$ cat config.mk
export PLATFORM = sky130hd
export DESIGN_NAME = uart_protocol_host_flat
export DESIGN_NICKNAME = d
export VERILOG_FILES = /design/src/rtl/uart_protocol_pkg.sv /design/src/rtl/uart_protocol_host_if.sv /design/src/rtl/uart_tx_sequencer.sv /design/src/rtl/uart_protocol_host.sv /design/src/flat_wrapper.sv
export SDC_FILE = /design/constraint.sdc
export NUM_CORES = 1
export LEC_CHECK = 0
export BUFFER_PORTS_ARGS = -buffer_cell sky130_fd_sc_hd__buf_2
export CORE_AREA = 4 4 89 112
export CTS_CLUSTER_DIAMETER = 80
export CTS_CLUSTER_SIZE = 40
export DETAILED_ROUTE_END_ITERATION = 16
export DIE_AREA = 0 0 93 116
export PLACE_DENSITY_LB_ADDON = 0.08
export SLEW_MARGIN = 15
export SYNTH_ARGS = -nofsm -noshare
export SYNTH_HDL_FRONTEND = slang
export SYNTH_SLANG_ARGS = --single-unit
$ cat constraint.sdc
create_clock -name i_clk -period 3.31 [get_ports i_clk]
set_input_delay 0.662 -clock i_clk [delete_from_list [all_inputs] [get_ports i_clk]]
set_output_delay 0.662 -clock i_clk [all_outputs]
set_load 0.03 [all_outputs]
$ cat src/rtl/uart_protocol_pkg.sv
// Shared definitions for the ASCII UART bus protocol (host and responder):
// protocol characters, request op encodings, host FSM states, hex helpers.
package uart_protocol_pkg;

  localparam logic [7:0] CH_L   = 8'h4c;  // 'L' load address
  localparam logic [7:0] CH_R   = 8'h52;  // 'R' read
  localparam logic [7:0] CH_W   = 8'h57;  // 'W' write
  localparam logic [7:0] CH_RST = 8'h2a;  // '*' target reset

  localparam logic [1:0] OP_READ  = 2'd0;
  localparam logic [1:0] OP_WRITE = 2'd1;
  localparam logic [1:0] OP_RESET = 2'd2;
  localparam logic [1:0] OP_RSVD  = 2'd3;

  typedef enum logic [2:0] {
    ST_IDLE,
    ST_SEND_L,
    ST_SEND_ADDR,
    ST_SEND_CMD,
    ST_SEND_DATA,
    ST_WAIT_RX,
    ST_SEND_RST,
    ST_RESP
  } host_state_t;

  typedef struct packed {
    logic       vld;
    logic [3:0] nib;
  } nib_t;

  // Lower-case hex digit for a nibble.
  function automatic logic [7:0] nib2asc(input logic [3:0] n);
    return (n < 4'd10) ? (8'h30 + {4'h0, n}) : (8'h57 + {4'h0, n});
  endfunction

  // Decode '0'-'9' / 'a'-'f'; anything else comes back with vld=0.
  function automatic nib_t asc2nib(input logic [7:0] c);
    nib_t r;
    r.vld = 1'b0;
    r.nib = 4'h0;
    if (c >= 8'h30 && c <= 8'h39) begin
      r.vld = 1'b1;
      r.nib = c[3:0];
    end else if (c >= 8'h61 && c <= 8'h66) begin
      r.vld = 1'b1;
      r.nib = c[3:0] + 4'd9;
    end
    return r;
  endfunction

endpackage

$ cat src/rtl/uart_protocol_host_if.sv
// Request/response bus between a requester and the UART protocol host.
interface uart_protocol_host_if;
  logic        req_valid;
  logic        req_ready;
  logic [1:0]  req_op;
  logic [15:0] req_addr;
  logic [7:0]  req_dat;
  logic        rsp_valid;
  logic [7:0]  rsp_dat;
  logic        rsp_err;

  modport master (
    output req_valid, req_op, req_addr, req_dat,
    input  req_ready, rsp_valid, rsp_dat, rsp_err
  );

  modport slave (
    input  req_valid, req_op, req_addr, req_dat,
    output req_ready, rsp_valid, rsp_dat, rsp_err
  );
endinterface

$ cat src/rtl/uart_tx_sequencer.sv
// Sends one pending character into the UART transmitter: strobes only while
// the transmitter is ready, then forces a one-cycle bubble. o_done marks the
// bubble cycle, which is when the owner may move on to the next character.
module uart_tx_sequencer (
  input  logic       i_clk,
  input  logic       i_reset,
  input  logic       i_load,
  input  logic [7:0] i_char,
  input  logic       i_uart_send_ready,
  output logic       o_uart_send_pulse,
  output logic [7:0] o_uart_dat,
  output logic       o_done
);

  logic r_bubble;
  logic w_pulse;

  assign w_pulse           = i_load && i_uart_send_ready && !r_bubble;
  assign o_uart_send_pulse = w_pulse;
  assign o_uart_dat        = i_load ? i_char : 8'h00;
  assign o_done            = r_bubble;

  // Bubble flag: set for exactly the cycle after each strobe.
  always_ff @(posedge i_clk) begin
    if (i_reset) r_bubble <= 1'b0;
    else         r_bubble <= w_pulse;
  end

endmodule

$ cat src/rtl/uart_protocol_host.sv
// Host-side initiator for the ASCII UART bus protocol. Serialises read,
// write and target-reset requests into characters and parses the two-digit
// hex read reply. Optional build macro UART_HOST_ADDR_CACHE_EN skips the
// address phase when the request hits the target's auto-incremented address.
module uart_protocol_host
  import uart_protocol_pkg::*;
#(
  parameter int TIMEOUT_CYCLES = 100000
) (
  input  logic                       i_clk,
  input  logic                       i_reset,
  uart_protocol_host_if.slave        bus,
  input  logic                       i_uart_send_ready,
  output logic                       o_uart_send_pulse,
  output logic [7:0]                 o_uart_dat,
  input  logic                       i_uart_received_pulse,
  input  logic [7:0]                 i_uart_dat
);

  // Counter value in the last WAIT_RX cycle before timing out; the counter
  // tracks cycles since the 'R' strobe (or since the last accepted digit).
  localparam logic [31:0] LP_TO_LAST = 32'(TIMEOUT_CYCLES - 1);

  host_state_t r_state, w_next;
  logic [1:0]  r_idx;
  logic [1:0]  r_op;
  logic [15:0] r_addr;
  logic [7:0]  r_dat;
  logic [31:0] r_cnt;
  logic        r_err;
  logic [3:0]  r_hi;
  logic [7:0]  r_rsp_dat;
  logic        w_load, w_done, w_hit, w_accept, w_rx_ok, w_timeout;
  logic [7:0]  w_char;
  logic        w_req_ready, w_rsp_valid;
  nib_t        w_rx;

  assign w_accept  = bus.req_valid && (r_state == ST_IDLE);
  assign w_rx      = asc2nib(i_uart_dat);
  assign w_rx_ok   = (r_state == ST_WAIT_RX) && i_uart_received_pulse && w_rx.vld;
  assign w_timeout = (r_state == ST_WAIT_RX) && !w_rx_ok && (r_cnt >= LP_TO_LAST);

`ifdef UART_HOST_ADDR_CACHE_EN
  logic        r_sh_vld;
  logic [15:0] r_sh;

  // Shadow of the target's auto-incremented address after a good transfer.
  always_ff @(posedge i_clk) begin
    if (i_reset) begin
      r_sh_vld <= 1'b0;
      r_sh     <= 16'h0000;
    end else if (w_timeout || (r_state == ST_SEND_RST && w_done)) begin
      r_sh_vld <= 1'b0;
    end else if ((r_state == ST_SEND_DATA && w_done && r_idx[0]) ||
                 (w_rx_ok && r_idx[0])) begin
      r_sh_vld <= 1'b1;
      r_sh     <= r_addr + 16'd1;
    end
  end

  assign w_hit = r_sh_vld && (r_sh == bus.req_addr);
`else
  assign w_hit = 1'b0;
`endif

  uart_tx_sequencer u_seq (
    .i_clk             (i_clk),
    .i_reset           (i_reset),
    .i_load            (w_load),
    .i_char            (w_char),
    .i_uart_send_ready (i_uart_send_ready),
    .o_uart_send_pulse (o_uart_send_pulse),
    .o_uart_dat        (o_uart_dat),
    .o_done            (w_done)
  );

  // State register.
  always_ff @(posedge i_clk) begin
    if (i_reset) r_state <= ST_IDLE;
    else         r_state <= w_next;
  end

  // Next-state logic: each send state advances on the sequencer's bubble.
  always_comb begin
    w_next = r_state;
    case (r_state)
      ST_IDLE: begin
        if (bus.req_valid) begin
          if (bus.req_op == OP_RSVD)       w_next = ST_RESP;
          else if (bus.req_op == OP_RESET) w_next = ST_SEND_RST;
          else if (w_hit)                  w_next = ST_SEND_CMD;
          else                             w_next = ST_SEND_L;
        end
      end
      ST_SEND_L:    if (w_done) w_next = ST_SEND_ADDR;
      ST_SEND_ADDR: if (w_done && r_idx == 2'd3) w_next = ST_SEND_CMD;
      ST_SEND_CMD:  if (w_done) w_next = (r_op == OP_WRITE) ? ST_SEND_DATA : ST_WAIT_RX;
      ST_SEND_DATA: if (w_done && r_idx[0]) w_next = ST_RESP;
      ST_WAIT_RX:   if ((w_rx_ok && r_idx[0]) || w_timeout) w_next = ST_RESP;
      ST_SEND_RST:  if (w_done) w_next = ST_RESP;
      ST_RESP:      w_next = ST_IDLE;
      default:      w_next = ST_IDLE;
    endcase
  end

  // Output logic: character selection and handshake flags per state.
  always_comb begin
    w_load      = 1'b0;
    w_char      = 8'h00;
    w_req_ready = (r_state == ST_IDLE);
    w_rsp_valid = (r_state == ST_RESP);
    case (r_state)
      ST_SEND_L: begin
        w_load = 1'b1;
        w_char = CH_L;
      end
      ST_SEND_ADDR: begin
        w_load = 1'b1;
        w_char = nib2asc(r_addr[{r_idx, 2'b00} +: 4]);
      end
      ST_SEND_CMD: begin
        w_load = 1'b1;
        w_char = (r_op == OP_READ) ? CH_R : CH_W;
      end
      ST_SEND_DATA: begin
        w_load = 1'b1;
        w_char = nib2asc(r_idx[0] ? r_dat[7:4] : r_dat[3:0]);
      end
      ST_SEND_RST: begin
        w_load = 1'b1;
        w_char = CH_RST;
      end
      default: ;
    endcase
  end

  assign bus.req_ready = w_req_ready;
  assign bus.rsp_valid = w_rsp_valid;
  assign bus.rsp_err   = w_rsp_valid && r_err;
  assign bus.rsp_dat   = r_rsp_dat;

  // Control: character index, reply timeout counter, error flag, read data.
  always_ff @(posedge i_clk) begin
    if (i_reset) begin
      r_idx     <= 2'd0;
      r_cnt     <= 32'd0;
      r_err     <= 1'b0;
      r_rsp_dat <= 8'h00;
    end else begin
      if (w_next != r_state) r_idx <= 2'd0;
      else if ((w_done && (r_state == ST_SEND_ADDR || r_state == ST_SEND_DATA)) || w_rx_ok)
        r_idx <= r_idx + 2'd1;

      // Two cycles (strobe + bubble) have elapsed when WAIT_RX is entered.
      if (r_state == ST_SEND_CMD)     r_cnt <= 32'd2;
      else if (w_rx_ok)               r_cnt <= 32'd1;
      else if (r_state == ST_WAIT_RX) r_cnt <= r_cnt + 32'd1;

      if (w_accept)       r_err <= (bus.req_op == OP_RSVD);
      else if (w_timeout) r_err <= 1'b1;

      if (w_rx_ok && r_idx[0]) r_rsp_dat <= {r_hi, w_rx.nib};
    end
  end

  // Request capture and first (high) reply nibble.
  always_ff @(posedge i_clk) begin
    if (w_accept) begin
      r_op   <= bus.req_op;
      r_addr <= bus.req_addr;
      r_dat  <= bus.req_dat;
    end
    if (w_rx_ok && !r_idx[0]) r_hi <= w_rx.nib;
  end

endmodule

$ cat src/flat_wrapper.sv
// flat-port wrapper written by rule: the top's interface ports become plain ports
module uart_protocol_host_flat import uart_protocol_pkg::*;
#(
  parameter int TIMEOUT_CYCLES = 100000
)
  (i_clk, i_reset, i_uart_send_ready, o_uart_send_pulse, o_uart_dat, i_uart_received_pulse, i_uart_dat, bus_req_valid, bus_req_op, bus_req_addr, bus_req_dat, bus_req_ready, bus_rsp_valid, bus_rsp_dat, bus_rsp_err);
  uart_protocol_host_if bus_i ();
  input  logic i_clk;
  input  logic i_reset;
  input  logic i_uart_send_ready;
  output logic o_uart_send_pulse;
  output logic [7:0] o_uart_dat;
  input  logic i_uart_received_pulse;
  input  logic [7:0] i_uart_dat;
  input wire logic [$bits(bus_i.req_valid)-1:0] bus_req_valid;
  input wire logic [$bits(bus_i.req_op)-1:0] bus_req_op;
  input wire logic [$bits(bus_i.req_addr)-1:0] bus_req_addr;
  input wire logic [$bits(bus_i.req_dat)-1:0] bus_req_dat;
  output wire logic [$bits(bus_i.req_ready)-1:0] bus_req_ready;
  output wire logic [$bits(bus_i.rsp_valid)-1:0] bus_rsp_valid;
  output wire logic [$bits(bus_i.rsp_dat)-1:0] bus_rsp_dat;
  output wire logic [$bits(bus_i.rsp_err)-1:0] bus_rsp_err;
  assign bus_i.req_valid = bus_req_valid;
  assign bus_i.req_op = bus_req_op;
  assign bus_i.req_addr = bus_req_addr;
  assign bus_i.req_dat = bus_req_dat;
  assign bus_req_ready = bus_i.req_ready;
  assign bus_rsp_valid = bus_i.rsp_valid;
  assign bus_rsp_dat = bus_i.rsp_dat;
  assign bus_rsp_err = bus_i.rsp_err;
  uart_protocol_host #(.TIMEOUT_CYCLES(TIMEOUT_CYCLES)) u_core (.i_clk(i_clk), .i_reset(i_reset), .bus(bus_i), .i_uart_send_ready(i_uart_send_ready), .o_uart_send_pulse(o_uart_send_pulse), .o_uart_dat(o_uart_dat), .i_uart_received_pulse(i_uart_received_pulse), .i_uart_dat(i_uart_dat));
endmodule
# Word-level counts from Yosys, hierarchy flattened
# Index checks and enable logic that the tools add are counted.
[word_totals]
n_memories = 0
mem_bits_ro = 0
output_inout_bits = 20
register_bits = 77
latch_bits = 0
input_bits = 39
ram_bits = 0
elab_cells = 94
[op_classes]
mul = 0
muxes = 25
n_div = 0
shifts = 1
bitwise_logic = 0
eq_ne = 12
add_sub_neg = 7
n_reduce_logical = 30
n_lt_le_gt_ge = 7
[ops]
columns = ["op", "n"]
rows = [
  ["$pmux W8 S5", 1],
  ["$add A32 B1 Y32 const B", 1],
  ["$ge A32 B17 Y1 const B", 1],
  ["$mux W3", 10],
  ["$mux W8", 3],
  ["$pmux W3 S8", 1],
  ["$add A7 B4 Y8 const A", 2],
  ["$shiftx A16 B5 Y4", 1],
  ["$logic_and A1 B1 Y1", 15],
  ["$add A6 B4 Y7 const A", 2],
  ["$eq A3 B3 Y1 const B", 4],
  ["$mux W5", 2],
  ["$ge A8 B6 Y1 const B", 1],
  ["$ge A8 B7 Y1 const B", 1],
  ["$le A8 B6 Y1 const B", 1],
  ["$le A8 B7 Y1 const B", 1],
  ["$lt A4 B4 Y1 const B", 2],
  ["$eq A2 B2 Y1 const B", 3],
  ["$eq A3 B2 Y1 const B", 2],
  ["$mux W2", 3],
  ["$reduce_or A5 Y1", 1],
  ["$add A4 B4 Y4 const B", 1],
  ["$mux W1", 4],
  ["$mux W4", 1],
  ["12 further kinds", 18],
]

# Longest topological paths before layout
[logic_depth]
depth_word = 13
mapped_depth = 9
mapped_depth_nobuf = 7

# By module
# From an unflattened synthesis, not the netlist that was laid out.
[unflattened]
hier_cells = 389
area_unflattened_um2 = 3936.3
[by_module_without_submodules]
columns = ["mod", "area_each_um2", "seq_area_each_um2", "cells_per_inst", "instances"]
rows = [
  ["uart_protocol_host", 3833.7, 1821.7, 378, 1],
  ["uart_tx_sequencer", 102.6, 20.0, 11, 1],
]

# Worst setup path after synthesis
# Ideal clock, no wire load.
[synth_path]
path_type = "reg-to-output"
startpoint = "register u_core.r_idx[0]"
endpoint = "output port o_uart_dat[1]"
t_arrival_ns = 2.216
slack_ns = 0.432
required_ns = 2.648
path_stages_with_launch = 8
path_buffers = 1
path_cell_list = "dfxtp_1 > buf_2 > mux4_2 > inv_1 > ha_1 > a21oi_1 > nor3_1 > nor3_1"
[synth_between]
elab_chain_len = 5
word_cells_on_any_way = 12
cone_classes = "4 x add/sub; 2 x order compare; 1 x shift; 5 x mux"
[synth_lines]
columns = ["element", "line", "rtl"]
rows = [
  ["start, declared", "uart_protocol_host.sv:25", "logic [1:0] r_idx;"],
  ["start signal, assigned", "uart_protocol_host.sv:152", "r_idx <= r_idx + 2'd1;"],
  ["$shiftx A16 B5 Y4 / $mux W4 (equally long branches)", "uart_protocol_host.sv:119, uart_protocol_host.sv:127", ""],
  ["$add A7 B4 Y8 (tied with other cells)", "uart_protocol_pkg.sv:33", "return (n < 4'd10) ? (8'h30 + {4'h0, n}) : (8'h57 + {4'h0, n});"],
  ["$mux W8", "uart_protocol_pkg.sv:33", ""],
  ["$pmux W8 S5 *", "uart_protocol_host.sv:112", "case (r_state)"],
  ["$mux W8 *", "uart_tx_sequencer.sv:20", "assign o_uart_dat = i_load ? i_char : 8'h00;"],
  ["end, declared", "flat_wrapper.sv:12", "output logic [7:0] o_uart_dat;"],
]
# Mark *: on every way between the ends. The rest lies on a longest branch, timed or not.

# Final worst setup path
[layout_path]
startpoint = "register u_core.r_idx[0]"
endpoint = "output port o_uart_dat[0]"
# Same word-level chain as after synthesis.

==> out/summary.txt <==
Status = finished clean
Top delay family on crit path = multiplexers
Unrepaired setup endpoints after global routing = no
HP Class = flip-flop to flip-flop
Synthesized instance count = 403
Drt pass-1 iters = 4
Std-Cell Rows = 39
Crit path required time = 2650 ps
Max-slew violation count = 0
Compound-Gate Fraction of Synth Area = 12.2%
Root Driver = clkbuf_16
Share of the synthesized area in the top cell type = 24.1%
F_max = 322 MHz
Max FO, Critical Path = 14
Largest net degree at the start of global routing = 31
# setup viols final = 0
Final nets = 506
Sink Count = 77
Max VDD drop = 0.000268 V
Skew-Pair Late Insertion Delay = 330 ps
Setup TNS = 0 ps
Hold Path End = u_core.bus.rsp_dat[0]$_SDFFE_PP0P_
Vias in the first global route = 3,068
Core Box Area = 8980 um^2
Top FF cell, synth = dfxtp_1
Synth area leaders = dfxtp_1 24%, edfxtp_1 23%, xor2_1 6.5%
Clock transition at path regs = 60 ps
Synth cell types = 61
Hold_ws = 447 ps
Max-cap violation count = 0
Final-layout fill cell count = 899
Final Wtd Congestion = 0.774
Hold-fix buffers, CTS = 0
Final min period = 3100 ps
GRT Resource Usage Total = 16.6%
PD cells = 504 nW/um^2
Mux share of post-synthesis cell area = 4.13%
Grt total ovfl = 0
Crit share post-route = 93.7%
Commonest non-fill, non-tap cells in the layout = 57 x buf_2, 51 x nor2_1, 47 x dfxtp_1
DIE HEIGHT = 116 um
Most common cell after layout, fill and taps aside = buf_2
Critical R2R Launch = u_core.r_state[0]$_SDFF_PP0_
Ys Warns = 0
Initial antenna violation count = 0
IO buf count = 57
Post-Place Cell Area = 4310 um^2
CP Capture Type = output port
CP Launch Point = u_core.r_idx[0]$_SDFFE_PP0P_
Number of diodes = 0
Synth Register Bits = 77
Layout Area Growth over Synthesis = 16.9%
First-pass GRT wire length = 14,200 um
Number of synthesized flops with an enable pin = 30
Vias/cell = 5.24
Ports = 59
Hold Startpoint = u_core.bus.rsp_dat[0]$_SDFFE_PP0P_
Total wire length = 8460 um
Cts repair resizes = 0
Sequential element share of the synthesized area = 47.1%
Crit path cell chain = buf_4 -> mux4_2 -> o21ai_1 -> xnor2_1 -> nand3_1 -> o221ai_1 -> buf_2
Least-Margin Pin Slew = 782 ps
Synth Area in Simple Gates = 22.1%
Die area = 10,800 um^2
# H-tree levels = 3
Worst path arrival time = 2440 ps
Synth area leader = dfxtp_1
Cell Count, Final, Fillers Out = 587
Placed cells = 571
Starting density of the core = 43.5%
Post-route ant nets = 0
Worst path slowest cell = mux4_2
Core Util, Final = 50.9%
Post-Synth XOR/XNOR Area = 8.07%
Largest family of logic cells by synthesized area = simple AND/OR/NAND/NOR gates
Async S/R FF share, synth = 0%
Avg Cell Area, Syn = 9.70 um^2
Critical path class = flip-flop to output port
Reg2reg end = u_core.r_idx[1]$_SDFFE_PP0P_
CTS Buf Count = 9
DRC viols = 0
Cell area after layout = 4570 um^2
Pleak = 1.72 nW
CP bufs+invs = 2
Final hold vios = 0
Synth Net Count = 450
Area share of fa/ha/maj cells after synthesis = 2.56%
Post-CTS Setup Inserts = 0
Avg WL per Cell = 14.4 um
Hold depth = 2
Clock skew = 7.77 ps
Flop2flop setup slack = 880 ps
CTS tree = done
Startpoint types = flip-flop
Vias = 3,073
Critical Path Max Stage Delay = 590 ps
Clk buf depth = 2
Initial DRC Count = 130
R2R depth = 5
Share of cells above drive strength 1 = 20.3%
Die width = 93 um
Hpwl dp = 6140 um
Post-Syn Area = 3910 um^2
Slew margin rel. = 47.8%
routing by layer:
metal	GRT usage, %	wire length (um)
met5	0	0
met4	6.65	151
met3	3.77	342
met2	29.2	4280
met1	19.7	3680
worst max path at each step:
stage | endpoint | slack (ps) | cells past startpoint
2_1_floorplan | o_uart_dat[1] | 430 | 7
3_3_place_gp | o_uart_dat[2] | 590 | 6
3_5_place_dp | o_uart_dat[0] | 560 | 7
4_1_cts | o_uart_dat[0] | 180 | 7
5_1_grt | o_uart_dat[0] | 20 | 7
6_report | o_uart_dat[0] | 210 | 7
cell usage after synthesis, types with 3 or more instances:
library cell	instances
nor2_1	51
dfxtp_1	47
nand2_1	33
edfxtp_1	30
xor2_1	29
a21oi_1	22
nand4_1	20
nand3_1	14
buf_2	11
inv_1	11
and3_1	8
ha_1	8
nor2b_1	8
nor3_1	7
xnor2_1	7
and2_1	6
mux2i_1	6
o21ai_0	6
clkbuf_1	5
nand2b_1	5
o21ai_1	5
a311oi_1	4
mux4_2	4
nor4_1	4
o22ai_1	4
a22oi_1	3
buf_1	3
stage by stage:
stage / worst slack (ps) / total power (W)
finish: 208 / 0.00230
CTS: 183 / 0.00233
global route: 21.4 / 0.00242
floorplan: 432 / 0.00135
global placement: 593 / 0.00146
detailed placement: 559 / 0.00146
final cells by class:
class	count	area (um^2)	share of cell area, %
multi-input combinational	294	1920	42.0
tap	123	154	3.37
clock inverter	5	26.3	0.575
sequential	77	1840	40.3
timing repair buffer	66	353	7.72
inverter	11	41.3	0.904
clock buffer	11	233	5.09
state kept, by name (all words and copies together), names as in the netlist:
signal               count
u_core.r_addr           16
u_core.r_state           3
u_core.r_idx             2
u_core.r_hi              4
u_core.r_dat             8
u_core.r_err             1
u_core.bus.rsp_dat       8
u_core.r_op              2
u_core.u_seq.o_done      1
u_core.r_cnt            32
tightest hold or removal path, stage by stage, from the launching register on:
cell	delay, ps
dfxtp_1	300
nand2_1	50
a21oi_1	50
power breakdown:
group,internal [W],total (W),switching [W],leakage [nW]
sequential,0.00104,0.00109,0.0000455,0.657
combinational,0.000130,0.000347,0.000217,0.930
clock,0.000502,0.000866,0.000364,0.133
total,0.00168,0.00230,0.000626,1.72
cell families after synthesis:
kind of cell,after synthesis
adders and majority gates,8
DFF,77
and+or+nand+nor,169
xor gates and xnor gates,36
AOI/OAI and AO/OA,69
other,1
buffers and inverters,32
muxes,11
No activity file was read; power rests on OpenSTA's default activity.
